<file path="config.mk">
export PLATFORM = sky130hd
export DESIGN_NAME = sample_window_sequencer
export DESIGN_NICKNAME = d
export VERILOG_FILES = /design/src/rtl/sample_window_sequencer.sv
export SDC_FILE = /design/constraint.sdc
export NUM_CORES = 1
export LEC_CHECK = 0
export CAP_MARGIN = 40
export CORE_ASPECT_RATIO = 1.1
export CORE_UTILIZATION = 24
export CTS_BUF_LIST = sky130_fd_sc_hd__clkbuf_4
export DETAILED_ROUTE_END_ITERATION = 8
export GPL_TIMING_DRIVEN = 1
export HOLD_SLACK_MARGIN = 0.06
export PLACE_DENSITY_LB_ADDON = 0.2
export SLEW_MARGIN = 15
export SYNTH_ARGS = -nofsm -noshare
export SYNTH_HDL_FRONTEND = slang
export SYNTH_SLANG_ARGS = --single-unit
</file>
<file path="constraint.sdc">
create_clock -name clk -period 1.8 [get_ports clk]
set_input_delay 0.36 -clock clk [delete_from_list [all_inputs] [get_ports clk]]
set_output_delay 0.36 -clock clk [all_outputs]
set_load 0.005 [all_outputs]
</file>
<file path="src/rtl/sample_window_sequencer.sv">
// -----------------------------------------------------------------------------
// sample_window_sequencer
//
// Sequences one capture window of a signal_flatener instance:
//   1. on an accepted start, pulse flat_clear for one cycle,
//   2. issue exactly NUM_OF_SAMPLES flat_we strobes spaced P cycles apart,
//      where P is the period latched at start (0 is treated as 1),
//   3. hold the completed frame behind out_valid/out_ready,
//   4. pulse done for one cycle after the handshake and return to IDLE.
// abort terminates any active window without a done pulse. A start seen
// outside IDLE is dropped and recorded in the sticky overrun flag.
//
// Every output is a flop. The combinational block therefore computes the
// value each output must show in the *next* cycle, and the strobe decision
// is made one cycle ahead of the cycle in which flat_we is visible.
//
// Parameters
//   NUM_OF_SAMPLES  strobes per window (>= 1); must match the flattener
//   PERIOD_WIDTH    width of the sample-spacing input
//   IDX_WIDTH       width of sample_idx (derived, leave at default)
//
// Ports
//   clk         in   clock
//   reset       in   synchronous, active-high reset
//   start       in   window request, accepted only in IDLE
//   abort       in   terminates an active window
//   period      in   cycles between strobes, latched on accepted start
//   out_ready   in   downstream accepts the held frame
//   flat_clear  out  one-cycle clear pulse to the flattener
//   flat_we     out  one-cycle write strobe to the flattener
//   sample_idx  out  index of the current/last strobe
//   busy        out  high in every state except IDLE
//   out_valid   out  frame complete and held
//   done        out  one-cycle pulse after a successful handshake
//   overrun     out  sticky: start seen while not IDLE
// -----------------------------------------------------------------------------
module sample_window_sequencer #(
  parameter int NUM_OF_SAMPLES = 4,
  parameter int PERIOD_WIDTH   = 16,
  parameter int IDX_WIDTH      = (NUM_OF_SAMPLES > 1) ? $clog2(NUM_OF_SAMPLES) : 1
) (
  input  logic                    clk,
  input  logic                    reset,
  input  logic                    start,
  input  logic                    abort,
  input  logic [PERIOD_WIDTH-1:0] period,
  input  logic                    out_ready,
  output logic                    flat_clear,
  output logic                    flat_we,
  output logic [IDX_WIDTH-1:0]    sample_idx,
  output logic                    busy,
  output logic                    out_valid,
  output logic                    done,
  output logic                    overrun
);

  typedef enum logic [1:0] {
    ST_IDLE   = 2'd0,
    ST_CLEAR  = 2'd1,
    ST_SAMPLE = 2'd2,
    ST_HOLD   = 2'd3
  } state_t;

  localparam logic [IDX_WIDTH-1:0]    LAST_IDX = IDX_WIDTH'(NUM_OF_SAMPLES - 1);
  localparam logic [IDX_WIDTH-1:0]    IDX_ONE  = IDX_WIDTH'(1);
  localparam logic [PERIOD_WIDTH-1:0] CNT_ONE  = PERIOD_WIDTH'(1);

  // Registered state
  state_t                  state;
  logic [PERIOD_WIDTH-1:0] period_q;     // spacing latched for this window
  logic [PERIOD_WIDTH-1:0] spacing_cnt;  // cycles until the next strobe is registered

  // Next-cycle values
  state_t                  state_d;
  logic [PERIOD_WIDTH-1:0] period_d;
  logic [PERIOD_WIDTH-1:0] spacing_cnt_d;
  logic                    flat_clear_d;
  logic                    flat_we_d;
  logic [IDX_WIDTH-1:0]    sample_idx_d;
  logic                    busy_d;
  logic                    out_valid_d;
  logic                    done_d;
  logic                    overrun_d;

  // ---------------------------------------------------------------------------
  // Next-state and next-output logic
  // ---------------------------------------------------------------------------
  always_comb begin
    // NOTE: every signal gets a default before any branch; a path that leaves
    // one unassigned would infer a latch.
    state_d       = state;
    period_d      = period_q;
    spacing_cnt_d = spacing_cnt;
    flat_clear_d  = 1'b0;
    flat_we_d     = 1'b0;
    sample_idx_d  = sample_idx;
    out_valid_d   = 1'b0;
    done_d        = 1'b0;
    overrun_d     = overrun;

    // A request that cannot be honoured is remembered, whatever else happens.
    if (start && (state != ST_IDLE)) begin
      overrun_d = 1'b1;
    end

    case (state)
      ST_IDLE: begin
        // abort in the same cycle as start suppresses the request.
        if (start && !abort) begin
          period_d     = (period == '0) ? CNT_ONE : period;
          overrun_d    = 1'b0;
          sample_idx_d = '0;
          flat_clear_d = 1'b1;
          state_d      = ST_CLEAR;
        end
      end

      ST_CLEAR: begin
        // The first strobe follows the clear pulse directly; the counter is
        // then loaded so the next strobe lands P cycles after this one.
        flat_we_d     = 1'b1;
        spacing_cnt_d = period_q;
        state_d       = ST_SAMPLE;
      end

      ST_SAMPLE: begin
        if (flat_we && (sample_idx == LAST_IDX)) begin
          // The final strobe is visible now: the frame is complete.
          out_valid_d = 1'b1;
          state_d     = ST_HOLD;
        end else begin
          // The index advances right after each visible strobe.
          if (flat_we) begin
            sample_idx_d = sample_idx + IDX_ONE;
          end
          // Counter saturates at 1 rather than wrapping through zero.
          if (spacing_cnt <= CNT_ONE) begin
            flat_we_d     = 1'b1;
            spacing_cnt_d = period_q;
          end else begin
            spacing_cnt_d = spacing_cnt - CNT_ONE;
          end
        end
      end

      ST_HOLD: begin
        // out_valid is high throughout HOLD, so out_ready alone completes
        // the handshake here.
        if (out_ready) begin
          done_d  = 1'b1;
          state_d = ST_IDLE;
        end else begin
          out_valid_d = 1'b1;
        end
      end

      default: begin
        state_d = ST_IDLE;
      end
    endcase

    // abort outranks a pending strobe, a clear and the handshake.
    if (abort && (state != ST_IDLE)) begin
      state_d      = ST_IDLE;
      flat_clear_d = 1'b0;
      flat_we_d    = 1'b0;
      out_valid_d  = 1'b0;
      done_d       = 1'b0;
    end

    busy_d = (state_d != ST_IDLE);
  end

  // ---------------------------------------------------------------------------
  // State and output registers
  // ---------------------------------------------------------------------------
  // NOTE: sequential state is written only with non-blocking assignments so
  // every flop samples the pre-edge values of the others.
  always_ff @(posedge clk) begin
    if (reset) begin
      state       <= ST_IDLE;
      period_q    <= CNT_ONE;
      spacing_cnt <= CNT_ONE;
      flat_clear  <= 1'b0;
      flat_we     <= 1'b0;
      sample_idx  <= '0;
      busy        <= 1'b0;
      out_valid   <= 1'b0;
      done        <= 1'b0;
      overrun     <= 1'b0;
    end else begin
      state       <= state_d;
      period_q    <= period_d;
      spacing_cnt <= spacing_cnt_d;
      flat_clear  <= flat_clear_d;
      flat_we     <= flat_we_d;
      sample_idx  <= sample_idx_d;
      busy        <= busy_d;
      out_valid   <= out_valid_d;
      done        <= done_d;
      overrun     <= overrun_d;
    end
  end

endmodule

</file>
==> results of run 1 <==
-- registers in the layout, indices dropped and copies added, names as in the netlist --
| name | flops |
|---|---|
| period_q | 16 |
| spacing_cnt | 16 |
| sample_idx | 2 |
| state | 2 |
| busy | 1 |
| done | 1 |
| flat_clear | 1 |
| flat_we | 1 |
| out_valid | 1 |
| overrun | 1 |
-- worst paths after layout --
check / from / endpoint / slack, ps
setup / recovery: spacing_cnt[8]$_SDFFE_PP0P_ / spacing_cnt[15]$_SDFFE_PP0P_ / -70
hold / removal: period_q[3]$_SDFFE_PP0P_ / period_q[3]$_SDFFE_PP0P_ / 460
setup reg to reg: spacing_cnt[8]$_SDFFE_PP0P_ / spacing_cnt[15]$_SDFFE_PP0P_ / -70
hold reg to reg: period_q[3]$_SDFFE_PP0P_ / period_q[3]$_SDFFE_PP0P_ / 460
-- power by group --
part           total, uW  internal [uW]  switching, uW
Sequential          1130           1050           87.4
Combinational       2160           1100           1060
Clock                654            308            345
Total               3950           2460           1490
-- layout make-up --
type | instances | share of cell area, %
Timing Repair Buffer | 97 | 24.8
Clock buffer | 6 | 1.34
Clock inverter | 2 | 1.12
Sequential cell | 42 | 25.4
Multi-Input combinational cell | 213 | 41.9
Inverter | 10 | 1.19
Tap cell | 114 | 4.24
-- placed cells by master, fill, tap and decap left out, types with 5 or more instances in the layout --
master	instances
inv_1	9
a31oi_1	5
dfxtp_1	34
clkdlybuf4s50_1	28
a21oi_1	28
o22ai_1	5
nand2b_1	7
dfxtp_2	7
nor3_1	6
nor2_1	18
clkbuf_4	6
o21ai_0	6
buf_6	10
buf_4	59
nand2_1	48
-- metal layers --
metal	part of all wire (%)	GRT usage [%]
met5	0	0
met3	2.6	2.29
met4	2.0	5.33
met2	48	26.1
met1	48	19.5
-- critical path: cells and delay by family, from the launching register on --
family                 cells  cell delay [ps]
AO/OA/AOI/OAI              1              100
flip-flops                 1              370
buffers and inverters      1              110
AND/OR/NAND/NOR            4             1230
-- through the flow --
stage,std cells,setup TNS [ps]
2_1_floorplan,279,0
3_3_place_gp,469,-1890
3_5_place_dp,469,-2220
4_1_cts,479,-149
5_1_grt,484,-738
6_report,484,-176
-- synth_stat cells (all sizes together) (2+ instances only) --
cell type   n  area, sq um
ha          7         87.6
o311a       2         20.0
a2111oi     2         17.5
o311ai      2         17.5
o22ai       5         31.3
and3        4         25.0
nor3        8         40.0
nor3b       3         22.5
or3         5         31.3
a32o        2         20.0
inv        10         37.5
nand2b      7         43.8
nand2      50          188
clkbuf     13         48.8
buf         2         18.8
nor2       19         71.3
dfxtp      42          841
o211ai      4         30.0
a21oi      28          140
or2         4         25.0
nand4       4         25.0
nand3       5         25.0
o21ai      10         53.8
nor4        8         65.1
mux2i       4         40.0
or4         4         33.8
a31oi       5         31.3
-- cells by family (layout without fill, tap and decap cells) --
logic type,after synthesis,after routing
AO/OA/AOI/OAI,73,74
adder cells (fa/ha/maj),7,7
buffers and inverters,25,115
flip-flops,42,42
multiplexers,5,5
AND/OR/NAND/NOR,127,127
-- timing repair --
action	in CTS	in global routing
gates cloned	0	1
gates resized for setup	11	32
setup buffers	2	4
pin swaps	2	9
endpoints found under the setup margin	13	15
==> results, run 1 <==
- The number of instances on the worst hold path is 2.
- The flip-flop cell with the highest count after synthesis is dfxtp_1.
- The setup slack at placement is -136 ps.
- Measured against its own limit, the worst slew margin works out to approximately 77%.
- The synthesized area per cell is approximately 8 sq um.
- After detailed routing, the average wire length per cell comes to between 10 and 15 microns.
- The layout has roughly 920 filler cells.
- CTS built an H-tree with a depth of 2.
- Clock-pin slew was measured on the worst setup and hold paths at approximately 140 ps.
- Buffers placed on the I/O ports in this run total 28.
- In this run the horizontal extent of the chip is approximately 93 microns.
- The utilization after layout is about 38%.
- Summing the areas of all fa, ha and maj instances in the mapped netlist gives approximately 4% of the synthesized area.
- The completed layout was analyzed and its total power is 3950 uW.
- On the final layout, the worst clock skew is around 16 ps.
- The total area inside the core boundary comes to 0.00887 sq mm.
- Entering global routing, the biggest net connects 19 pins.
- The critical path class is reg -> reg.
- The biggest fanout along the worst timing path is 2.
- 29 I/O pins were placed.
- The final HPWL from detailed placement is 5.24 mm.
- The count of cell types in the netlist is 52.
- The combined area of the multi-input logic cells is about 0.0014 sq mm.
- Multiplexer cells account for approximately 2.3% of the synthesized area.
- The setup slack after layout is -71.5 ps.
- The endpoint class of the critical path is a register.
- Final hold analysis gives a worst-case slack of 462 ps.
- In the finished design, the share of the clock period the worst path needs comes to 104%.
- The number of global-route vias before repair is roughly 2,200.
- The signal arrival time at the worst endpoint is around 2200 ps.
- The simple-gate share of the synthesized area is about 30%.
- Summing all flip-flop and latch instances after layout gives 853 sq um.
- After synthesis, the largest family of logic cells by area is simple AND/OR/NAND/NOR gates.
- The via-per-instance ratio is 4.82.
- The synthesized design contains 0 enable-type register cells.
- The net count reported at finish is between 300 and 400.
- The clock reaches the later pin of the worst-skew pair after ~370 ps.
- The total number of vias is around 2,300.
- The number of hold buffers added after CTS was 0.
- Synthesis produced a netlist whose cell count is 279.
- The worst hold path belongs to the class reg -> reg.
- The synthesized cell area is around 0.0022 sq mm.
- The share of the Yosys chip area taken by registers is around two fifths.
- The peak supply drop is between 300 and 400 uV.
- The detail route stage leaves a number of antenna-violating nets equal to 0.
- The first global-routing pass estimated between 10 and 15 mm of wire.
- The slew at the pin closest to its max-slew limit is 339 ps.
- The final reports fail on setup timing.
- STA classifies the critical path startpoint as a register.
- The clock sink total is 42.
- For this run, the slowest stage of the critical path takes ~500 ps.
- For this run, the detailed router's first-pass iteration total came to 4.
- From synthesis to final layout, the design area changed by 52.6%.
- The number of pins exceeding their max-slew limit in the final report is 0.
- The area fraction in compound gates after synthesis is a little over a fifth.
- The clock root buffer is clkbuf_4.
- The synthesized netlist net count is about 310.
- The initial standard-cell utilization of the core is roughly a quarter.
- The maximum count of clock buffers along a single path is 2.
- The routed design could run at a clock period as short as ~1900 ps.
- The final non-filler cell area is approximately 0.0034 sq mm.
- Setup violations remaining at the end of the flow were counted as 5.
- The xor and xnor area share after synthesis is 0%.
- The final layout contains routed wiring with a total length of 6.84 mm.
- The critical path goes through buf_6, or4_4, nor4_4, nand2_1, or4_1, o211ai_1.
- The initial antenna violation count is 0.
- The overflow left after global routing is 0.
- Global routing used between 15 and 20% of the available tracks.
- For this design, the slowest cell found on the critical path is or4_1.
- Derived from the worst setup path, the maximum achievable clock frequency is 0.534 GHz.
- The global placement routability congestion is 0.888.
- The placed cell area is 0.00309 sq mm.
- The floorplan step defined a die boundary enclosing 0.00958 sq mm.
- The detailed router finished its first iteration with around 110 violations.
- The final-report hold violation count is 0.
- For this design the ratio of total power to cell area is 1170 mW/mm^2.
- The fraction of layout cells with a size suffix above 1 is a little under a third.
- The count of maximum capacitance violations is 0.
- For this run, design rule violations remaining after detail routing come to 0.
- The number of rows created at floorplan is 36.
- The length in cells of the worst reg-to-reg path is 6.
- Setup repair after global routing could not meet its margin everywhere.
- 0 antenna diodes ended up in the layout.
- The flow ran to the end, but the final reports show violations.
- The chip height is about 100 microns.
- TritonCTS built the clock tree.
- Buffers inserted during clock tree synthesis total 5.
- The fraction of synthesis flops using an asynchronous set or reset pin is 0%.
- In this run the static leakage power is 0.00135 uW.
- During synthesis, Yosys emitted a total of 0 warnings.
- Synthesis inferred 42 register bits.
- Data on the critical path is required at its endpoint by between 2000 and 2500 ps.
No activity file was read; power rests on OpenSTA's default activity.
==> run 2, diff against run 1 <==
--- a/config.mk
+++ b/config.mk
@@ -13,6 +13,7 @@
 export GPL_TIMING_DRIVEN = 1
 export HOLD_SLACK_MARGIN = 0.06
 export PLACE_DENSITY_LB_ADDON = 0.2
+export SETUP_SLACK_MARGIN = 0.3
 export SLEW_MARGIN = 15
 export SYNTH_ARGS = -nofsm -noshare
 export SYNTH_HDL_FRONTEND = slang
==> results, run 2 (synthesis gave the netlist of run 1 again) <==
- The run finished, with violations left.
- The final reports fail on setup timing.
- The power per cell area is 1150 mW/mm^2 (-1.5%).
- The final HPWL from detailed placement is 5.26 mm (+0.34%).
- The initial standard-cell utilization of the core is 24.9% (unchanged).
- The count of H-tree levels built during CTS came to 2 (unchanged).
- The setup slack after layout is -23.3 ps (+48.2 ps).
- Setup repair after global routing could not meet its margin everywhere.
- The length in cells of the worst reg-to-reg path is 6 (unchanged).
- The number of clock buffers inserted by TritonCTS came to 5 (unchanged).
- The cell with the biggest individual delay on the critical path is dfxtp_2.
- The global-route usage over all layers came to 16.4% (+1.2 points).
- The count of routing violations after the opening detailed-route iteration came to 116 (+7.4%).
- The TritonCTS clock tree is yes.
- The number of rows created at floorplan is 36 (unchanged).
- The shortest period the worst path allows is 1820 ps (-48.2 ps).
- The global-route wire length before repair is 12.2 mm (+9.0%).
- The worst setup path is launched from a register.
- The number of standard cells in the layout, taps in and fillers out is 489 (+1.0%).
- The final count of negative-setup-slack endpoints is 3 (-2).
- The dominant delay contributor by cell family on the critical path is simple AND/OR/NAND/NOR gates.
- The data required time at the worst endpoint was 2070 ps (-40 ps).
- In the final layout, the registers with the most flip-flops are period_q x16, spacing_cnt x16.
- The number of optimization iterations in the first detailed-route pass came to 6 (+2).
- The clock insertion delay at the later pin of the skew report was 370 ps (about the same).
- The final-report hold violation count was 0 (unchanged).
- The worst relative slew slack is 72.0% (-5.3 points).
- The worst min-delay path class is reg -> reg.
- The placeable core region came to 0.00887 sq mm (unchanged).
- The buffers plus inverters on the worst setup path is 1 (unchanged).
- The signal arrival time at the worst endpoint was 2100 ps (-80 ps).
- The number of pins exceeding their max-slew limit in the final report is 0 (unchanged).
- The end of the critical path is spacing_cnt[3]$_SDFFE_PP0P_.
- The number of gates on the worst path with buffers counted is 6 (unchanged).
- The number of global-route vias before repair is 2,434 (+8.2%).
- The clock root buffer is clkbuf_4.
- The maximum number of pins on one net before global-route repair is 19 (unchanged).
- The setup skew after layout is 5.09 ps (-10.5 ps).
- The global placement routability congestion was 0.831 (-6.4%).
- The total I/O pin count is 29 (unchanged).
- The library cell used most frequently in the layout, excluding fill and tap cells, is buf_4.
- The endpoint class of the critical path is a register.
- The net count reported at finish was 402 (+1.3%).
- The static power due to leakage is 0.00153 uW (+13%).
- The number of routed nets with antenna violations is 0 (unchanged).
- The setup slack at placement is -96.7 ps (+39.1 ps).
- The overflow left after global routing is 0 (unchanged).
- The detailed-route wire length came to 7.59 mm (+11%).
- The initial antenna violation count is 0 (unchanged).
- The clock sink total is 42 (unchanged).
- The origin of the critical flop-to-flop path is spacing_cnt[11]$_SDFFE_PP0P_.
- The die area is 0.00958 sq mm (unchanged).
- The critical path class is reg -> reg.
- The total number of vias is 2,426 (+3.9%).
- The count of antenna diodes in the layout was 0 (unchanged).
- The die boundary width is 93.4 microns (unchanged).
- The total of hold buffers inserted after clock tree synthesis is 0 (unchanged).
- The fmax came to 0.548 GHz (+2.6%).
- The global routing's busiest layer is met2.
- The met2 usage in global routing is 27.7% (+1.5 points).
- The number of placed cells counting well taps was 456 (-2.8%).
- The number of input and output port buffers inserted is 28 (unchanged).
- The biggest cell delay along the critical path is 370 ps (-130 ps).
- The remaining design rule violation count is 0 (unchanged).
- The launch point of the critical path is spacing_cnt[11]$_SDFFE_PP0P_.
- The met3 track demand over resource came to 2.06% (-0.22 points).
- Relative to the synthesized area, the layout overhead comes to 73.9%.
- The peak supply drop is 402 uV (+3.2%).
- The signal on the critical path passes through nor4_4, nand3_2, o21ai_4, buf_6, mux2_4, a32o_1.
- The count of maximum capacitance violations is 0 (unchanged).
- The register-to-register setup slack is -20 ps (+50 ps).
- The chip height is 103 microns (unchanged).
- The maximum count of clock buffers along a single path was 2 (unchanged).
- The wire length per cell was 15.5 microns (+9.8%).
- The library cells used most frequently in the layout, excluding fill and tap cells, are buf_4, nand2_1, dfxtp_1.
- The fraction of layout cells with a size suffix above 1 is 47.5% (+16 points).
- The final cycle utilization of the critical path is 101% (-2.7 points).
- The met1 usage in global routing is 21.2% (+1.7 points).
- The utilization after layout is 43.2% (+5.3 points).
- The via-per-instance ratio came to 4.96 (+2.8%).
- The biggest fanout along the worst timing path is 4 (+2).
- The reg-to-reg critical path endpoint is spacing_cnt[3]$_SDFFE_PP0P_.
- The clock transition at the registers of the reported paths is 140 ps (about the same).
- The slew at the pin closest to its max-slew limit is 417 ps (+77.3 ps).
-- run 2: layout make-up --
type                    instances  area [sq um]
repair buffers                103           975
inverters                      10          47.5
multi-input cells             212          1720
well taps                     114           143
flip-flops and latches         42           868
fillers                       845          5040
clock inverters                 3          45.0
clock buffers                   5          37.5
-- run 2: worst min path at each step --
stage,startpoint,to,depth (start not counted)
after floorplan,period_q[3]$_SDFFE_PP0P_,period_q[3]$_SDFFE_PP0P_,2
after global placement,period_q[8]$_SDFFE_PP0P_,period_q[8]$_SDFFE_PP0P_,2
after detailed placement,period_q[8]$_SDFFE_PP0P_,period_q[8]$_SDFFE_PP0P_,2
after CTS,period_q[8]$_SDFFE_PP0P_,period_q[8]$_SDFFE_PP0P_,2
after global routing,period_q[11]$_SDFFE_PP0P_,spacing_cnt[11]$_SDFFE_PP0P_,2
final,period_q[6]$_SDFFE_PP0P_,period_q[6]$_SDFFE_PP0P_,2
-- run 2: worst register-to-register path, stage by stage, from the launching register on --
cell	delay [ps]
dfxtp_2	370
nor4_4	330
nand3_2	170
o21ai_4	250
buf_6	130
mux2_4	290
a32o_1	210
-- run 2: power breakdown --
part           leakage [uW]  internal, uW  switching (uW)
Clock             0.0000374           291             356
Sequential         0.000348          1050             113
Combinational       0.00114          1360            1260
-- run 2: metal layers --
metal	share of wire, %	up-vias
met2	50	57
li1	-	1213
met5	0	-
met1	44	1143
met4	3.0	0
met3	3.1	13
-- run 2: stage by stage --
| stage | total power [uW] | TNS [ps] | hold slack [ps] | instance area (sq um) |
|---|---|---|---|---|
| after floorplan | 2250 | 0 | 433 | 2420 |
| after global placement | 3130 | -194 | 450 | 3120 |
| after detailed placement | 3110 | -296 | 453 | 3120 |
| after CTS | 4030 | -36.5 | 473 | 3480 |
| after global routing | 4720 | -576 | 506 | 3830 |
| final | 4430 | -62.6 | 476 | 3830 |
-- run 2: what timing repair did --
action                                  4_1_cts  5_1_grt
buffers inserted                             15        8
gates resized for setup                      55       57
gates cloned                                  0        2
pin swaps                                    24       25
endpoints found under the setup margin       44       28
==> run 3, diff against run 2 <==
--- a/config.mk
+++ b/config.mk
@@ -9,6 +9,7 @@
 export CORE_ASPECT_RATIO = 1.1
 export CORE_UTILIZATION = 24
 export CTS_BUF_LIST = sky130_fd_sc_hd__clkbuf_4
+export CTS_CLUSTER_SIZE = 20
 export DETAILED_ROUTE_END_ITERATION = 8
 export GPL_TIMING_DRIVEN = 1
 export HOLD_SLACK_MARGIN = 0.06
==> results of run 3 <==
Final layout, timing and power as in run 2 (identical DEF).
